$ cat config.mk
export PLATFORM = sky130hd
export DESIGN_NAME = tank_batch_ctrl
export DESIGN_NICKNAME = d
export VERILOG_FILES = /design/src/rtl/tank_batch_ctrl.sv
export SDC_FILE = /design/constraint.sdc
export NUM_CORES = 1
export LEC_CHECK = 0
export ABC_CLOCK_PERIOD_IN_PS = 2370
export CAP_MARGIN = 25
export CORE_ASPECT_RATIO = 1.75
export CORE_MARGIN = 2
export CORE_UTILIZATION = 57
export CTS_BUF_LIST = sky130_fd_sc_hd__clkbuf_4
export CTS_CLUSTER_DIAMETER = 60
export DETAILED_ROUTE_END_ITERATION = 12
export PLACE_DENSITY = 0.83
export SYNTH_ARGS = -nofsm -noshare
export SYNTH_HDL_FRONTEND = slang
export SYNTH_SLANG_ARGS = --single-unit
export TNS_END_PERCENT = 50
$ cat constraint.sdc
create_clock -name clk -period 2.37 [get_ports clk]
set_input_delay 0.237 -clock clk [delete_from_list [all_inputs] [get_ports clk]]
set_output_delay 0.237 -clock clk [all_outputs]
set_load 0.03 [all_outputs]
$ cat src/rtl/tank_batch_ctrl.sv
// Mixing-tank batch controller: fill, mix, drain, repeat while run is high.
// Define TANK_SENSOR_CHECK_EN to fault on h_level high while l_level is low.
module tank_batch_ctrl #(
   parameter int N_PUMPS       = 2,
   parameter int CNT_W         = 16,
   parameter int MIX_CYCLES    = 7000,
   parameter int FILL_TIMEOUT  = 50000,
   parameter int DRAIN_TIMEOUT = 50000
) (
   input  logic               clk,
   input  logic               rst,
   input  logic               l_level,
   input  logic               h_level,
   input  logic               run,
   input  logic               stop,
   input  logic               fault_clr,
   output logic [N_PUMPS-1:0] pump,
   output logic               mixer,
   output logic               valve,
   output logic [2:0]         state,
   output logic               fault,
   output logic [1:0]         fault_code,
   output logic [15:0]        batch_count
);

   typedef enum logic [2:0] {
      S_IDLE  = 3'd0,
      S_FILL  = 3'd1,
      S_MIX   = 3'd2,
      S_DRAIN = 3'd3,
      S_FAULT = 3'd4
   } state_e;

   localparam logic [CNT_W-1:0] MIX_LAST   = CNT_W'(MIX_CYCLES - 1);
   localparam logic [CNT_W-1:0] FILL_LAST  = CNT_W'(FILL_TIMEOUT - 1);
   localparam logic [CNT_W-1:0] DRAIN_LAST = CNT_W'(DRAIN_TIMEOUT - 1);

   state_e           state_q, state_d;
   logic [CNT_W-1:0] cnt_q, cnt_d;
   logic [1:0]       code_q, code_d;
   logic [15:0]      batch_q, batch_d;
   logic             full, empty, implaus;

   assign full  = l_level & h_level;
   assign empty = !l_level & !h_level;

`ifdef TANK_SENSOR_CHECK_EN
   assign implaus = h_level & !l_level;
`else
   assign implaus = 1'b0;
`endif

   always_comb begin
      state_d = state_q;
      cnt_d   = cnt_q;
      code_d  = code_q;
      batch_d = batch_q;
      if (state_q != S_FAULT && implaus) begin
         state_d = S_FAULT;
         code_d  = 2'd3;
         cnt_d   = '0;
      end else if (state_q != S_FAULT && stop) begin
         state_d = S_IDLE;
         cnt_d   = '0;
      end else begin
         case (state_q)
            S_IDLE: begin
               if (run) begin
                  state_d = full ? S_MIX : S_FILL;
                  cnt_d   = full ? MIX_LAST : '0;
               end
            end
            S_FILL: begin
               if (full) begin
                  state_d = S_MIX;
                  cnt_d   = MIX_LAST;
               end else if (cnt_q == FILL_LAST) begin
                  state_d = S_FAULT;
                  code_d  = 2'd1;
                  cnt_d   = '0;
               end else begin
                  cnt_d = cnt_q + 1'b1;
               end
            end
            S_MIX: begin
               // losing the high mark means a top-up; the mix restarts
               if (!h_level) begin
                  state_d = S_FILL;
                  cnt_d   = '0;
               end else if (cnt_q == '0) begin
                  state_d = S_DRAIN;
               end else begin
                  cnt_d = cnt_q - 1'b1;
               end
            end
            S_DRAIN: begin
               if (empty) begin
                  batch_d = batch_q + 16'd1;
                  state_d = run ? S_FILL : S_IDLE;
                  cnt_d   = '0;
               end else if (cnt_q == DRAIN_LAST) begin
                  state_d = S_FAULT;
                  code_d  = 2'd2;
                  cnt_d   = '0;
               end else begin
                  cnt_d = cnt_q + 1'b1;
               end
            end
            S_FAULT: begin
               if (fault_clr) begin
                  state_d = S_IDLE;
                  code_d  = 2'd0;
                  cnt_d   = '0;
               end
            end
            default: begin
               state_d = S_IDLE;
               code_d  = 2'd0;
               cnt_d   = '0;
            end
         endcase
      end
   end

   always_ff @(posedge clk) begin
      if (rst) begin
         state_q <= S_IDLE;
         cnt_q   <= '0;
         code_q  <= 2'd0;
         batch_q <= 16'd0;
      end else begin
         state_q <= state_d;
         cnt_q   <= cnt_d;
         code_q  <= code_d;
         batch_q <= batch_d;
      end
   end

   always_comb begin
      pump  = '0;
      mixer = 1'b0;
      valve = 1'b0;
      case (state_q)
         S_FILL:  pump  = '1;
         S_MIX:   mixer = 1'b1;
         S_DRAIN: valve = 1'b1;
         default: ;
      endcase
   end

   assign state       = state_q;
   assign fault       = (state_q == S_FAULT);
   assign fault_code  = code_q;
   assign batch_count = batch_q;

endmodule
; Yosys cells after proc, flatten, opt, wreduce, memory -nomap -nowiden
; Cells that the tools add are included.
[totals]
input_bits = 7
register_bits = 37
wordCells = 64
[classes]
n_bitwise = 4
add_sub_neg = 3
n_eq_ne = 14
mux = 28
reduce_logical = 11
[ops]
columns = op, count
row1 = 16-bit 2-to-1 mux, 7
row2 = 16-bit one-hot mux with 5 select lines, 1
row3 = 16-bit by 1-bit adder with 16-bit output (second input constant), 2
row4 = 3-bit 2-to-1 mux, 7
row5 = 16-bit equality test (second input constant), 1
row6 = 16-bit logical NOT, 1
row7 = 16-bit by 1-bit subtractor with 16-bit output (second input constant), 1
row8 = 3-bit one-hot mux with 5 select lines, 1
row9 = 2-bit 2-to-1 mux, 7
row10 = 13-bit 2-to-1 mux, 1
row11 = 2-bit inequality test (second input constant), 6
row12 = 3-bit inequality test (second input constant), 3
row13 = 3-bit AND reduction, 3
row14 = 2-bit one-hot mux with 4 select lines, 1
row15 = 7-bit AND reduction, 1
row16 = 3-bit by 2-bit equality test with 1-bit output (second input constant), 2
row17 = 2-bit OR reduction, 2
row18 = 3-bit by 1-bit equality test with 1-bit output (second input constant), 1
row19 = 3-bit equality test (second input constant), 1
row20 = 3-bit logical NOT, 1
row21 = 1-bit 2-to-1 mux, 3
row22 = 1-bit AND, 2
row23 = 1-bit logical NOT, 2
row24 = 1-bit inverter, 2
row25 = 1-bit logical AND, 1

; Depth between registers and ports, before layout
[depth]
ltp_word = 4
ltp_mapped = 8
mapped_depth_nobuf = 8

; Least setup slack after synthesis
; Ideal clock, no wire load.
[synth_timing]
path_kind = flip-flop to flip-flop
start = reg state_q[0], in the netlist state[0]
end = reg cnt_q[3]
synth_period_minus_slack_ns = 2.519
setup_time_ns = 0.070
required_ns = 2.300
n_path_buf = 2
t_arrival_ns = 2.449
stages_incl_launch_ff = 9
slack_ns = -0.149
cell_sequence = dfxtp_1 clkbuf_1 nor3b_1 nand2_1 clkbuf_1 o41ai_1 a21oi_1 or2_2 a21oi_1
[synth_via]
elab_chain_cells = 3
word_cells_on_any_way = 13
cone_classes = 8 x eq/ne / 1 x mux / 4 x reduce/logical
[synth_rtl]
columns = element, line_no
row1 = "start, declared", 38  ; state_e state_q, state_d;
row2 = "start signal, assigned", 132  ; state_q <= state_d;
row3 = "3-bit by 2-bit equality test with 1-bit output, or another cell as far along", 66  ; case (state_q)
row4 = "3-bit inequality test (no source line), or another cell as far along", n/a
row5 = 3-bit AND reduction (no source line) / 2-bit OR reduction (equally long branches), n/a
row6 = "end signal, assigned", 133  ; cnt_q <= cnt_d;
row7 = "end, declared", 39  ; logic [CNT_W-1:0] cnt_q, cnt_d;
; Parallel ways exist; a longest one is shown, timed or not.
; A chain may end at the register's enable or synchronous reset.

; Worst setup path in the final report
[layout_timing]
start = reg state_q[1], in the netlist state[1]
end = out valve
[layout_via]
elab_chain_cells = 2
[layout_rtl]
columns = element, line_no
row1 = 3-bit by 2-bit equality test with 1-bit output, 143  ; case (state_q)
row2 = 1-bit 2-to-1 mux, 143
row3 = "end, declared", 19  ; output logic valve,
; No other way between the ends.

==> metrics.md <==
| Metric | Value |
|---|---|
| Final Critical Period | 2.27 ns |
| PwrDens | 400 nW/µm² |
| Layout cells sized above 1 | 13.2% |
| Setup Crit Path Kind | register to output port |
| Worst setup margin | 0.0969 ns |
| Die X | 53.4 µm |
| Non-filler cells in the finished layout | 406 |
| Die H | 90.5 µm |
| Initial DRT Pass Iterations | 8 |
| CTS Buf Count | 5 |
| Critical Path Start | state[1] |
| Worst Hold Class | register to register |
| CP startpoint kind | register |
| Most frequent cells in the layout | 36 x nor2_1, 36 x dfxtp_1, 32 x nand2_1 |
| Sequential share of the synthesized area | 30.4% |
| VDD IR max | 346 µV |
| Fin. max-slew vios | 0 |
| Total grt overflow | 0 |
| Final #Nets | 368 |
| Max Root-Sink Buffers | 2 |
| Post-synth net total | 331 |
| Worst reg-to-reg path cell count | 7 |
| Placement Setup Slack | -0.0706 ns |
| Fmax | 440 MHz |
| Ys Warns | 0 |
| Number of vias per cell | 6.59 |
| Worst r2r src | cnt_q[1] |
| Final wirelength | 7320 µm |
| Mapped Area | 2430 µm² |
| Max_cap viols | 0 |
| Hold Path Depth | 2 |
| Syn-to-layout area delta | 20.7% |
| H-tree Lvls | 2 |
| Sum Neg Setup Slack | 0 ns |
| Synth Area in XOR/XNOR | 6.47% |
| CTS root buffer | clkbuf_4 |
| Main combinational cell family by area after synthesis | simple AND/OR/NAND/NOR gates |
| Synth async-reset ratio | 0% |
| Slew headroom | 59.6% |
| Design area | 2940 µm² |
| Core Rows | 31 |
| Tcrit/Tclk final | 95.9% |
| Placed insts | 400 |
| Placer Congestion | 0.949 |
| CTS tree | yes |
| First-pass GRT wire length | 12100 µm |
| Critical path arrival | 2.04 ns |
| Yosys reg bits | 37 |
| Final-report hold violation count | 0 |
| Post-synth EDFFs | 0 |
| Leak | 1.13 nW |
| Simple-Gate Fraction of Synth Area | 31.6% |
| GRT Total Usage | 32.9% |
| Hold WS | 0.508 ns |
| Final setup vio count | 0 |
| Avg WL per Cell | 18.0 µm |
| Worst-margin pin slew | 0.603 ns |
| Critical-path maximum fanout | 15 |
| Synth Area in Adders | 1.54% |
| Post-Synthesis Cells | 321 |
| Worst EP required | 2.13 ns |
| Initial antenna violation count | 0 |
| Netlist cell types | 57 |
| Die footprint | 4830 µm² |
| Syn Area/Cell | 7.59 µm² |
| Clock latency at the later pin of the worst-skew pair | 0.35 ns |
| Placed standard-cell area | 2880 µm² |
| CP Capture Type | output port |
| Worst-path clk slew | 0.11 ns |
| Number of global-route vias before repair | 2702 |
| Ant. Diodes | 0 |
| Sink Count | 37 |
| Mux share of post-synthesis cell area | 1.64% |
| ANT nets after route | 0 |
| Largest net degree at the start of global routing | 21 |
| Top_reg_cell synth | dfxtp_1 |
| Outcome | finished, final reports clean |
| Post-DP HPWL | 5490 µm |
| Complex-gate fraction of the synthesized area | 23.2% |
| Hold_buf cts | 0 |
| DR vias | 2674 |
| Port Buffers | 32 |
| I/O Pins | 33 |
| RSZ-0062 raised after global routing | yes |
| Worst-case clock skew | 0.0225 ns |
| Initial Utilization | 59.2% |
| Area of the core | 4110 µm² |
| 1st-iter DRT viols | 115 |
| Hold_sp | fault_code[0] |
| DRC | 0 |
-- per-stage QoR --
stage	power, mW	util (%)
final	1.18	71.5
after global routing	1.21	71.5
after CTS	1.16	71.2
after detailed placement	0.861	70.0
after global placement	0.857	70.0
after floorplan	0.789	-
-- synthesized netlist by cell type (all sizes together), types with 5 or more instances --
cell type,instances,share of area [%]
dfxtp,37,30
nor2,37,5.8
nand2,33,5.1
o21ai,22,4.7
a21oi,21,4.3
clkbuf,16,2.5
xor2,13,4.7
nor3,12,2.9
nand3,10,2.1
nand4,9,2.6
and3,8,2.1
buf,7,1.6
inv,7,1.1
or3,7,1.8
a211oi,6,1.8
nor4,6,2.3
xnor2,5,1.8
-- cells by family (layout without fill, tap and decap cells) --
kind of cell	after synthesis	after routing
AND/OR/NAND/NOR	143	143
multiplexers	4	4
buffers and inverters	30	66
XOR/XNOR	18	18
flip-flops	37	37
AO/OA/AOI/OAI	86	86
adder cells (fa/ha/maj)	3	3
-- per-layer routing --
layer  global-route usage (%)  wire (µm)  up-vias
met4                     25.9        524        0
li1                         -          -     1245
met3                     6.79        392       50
met2                     55.6       3780      112
met1                     32.5       2620     1267
met5                        0          0        -
-- final cells by class --
class / count / area [µm²]
clock buffer: 5 / 37.5
clock inverter: 1 / 5.00
fill: 339 / 1170
inverter: 7 / 26.3
multi-input combinational: 254 / 1590
sequential: 37 / 742
tap: 49 / 61.3
timing repair buffer: 53 / 480
-- sequential cells by signal (all words and copies together) (netlist names) --
| signal | count |
|---|---|
| cnt_q | 16 |
| state | 3 |
| fault_code | 2 |
| batch_count | 16 |
-- critical path: stages (launching register included) --
cell,delay [ns]
dfxtp_1,0.60
and3b_1,0.26
buf_4,0.16
clkdlybuf4s50_1,0.67
-- power breakdown --
part / switching (mW) / total, mW / internal, mW
registers: 0.0151 / 0.644 / 0.629
clock network: 0.218 / 0.321 / 0.103
logic: 0.127 / 0.211 / 0.0844
total: 0.360 / 1.18 / 0.817
-- worst paths after layout --
path	slack, ns	to
worst max-delay path	0.1	valve
worst min-delay path	0.51	fault_code[0]
worst max register to register	0.13	cnt_q[3]
worst min register to register	0.51	fault_code[0]
-- timing repair --
| item | in CTS | in global routing |
|---|---|---|
| pin swaps | 0 | 1 |
| gates resized for setup | 1 | 5 |
| endpoints found under the setup margin | 5 | 9 |
| buffers inserted | 0 | 0 |
No activity file was read; power rests on OpenSTA's default activity.
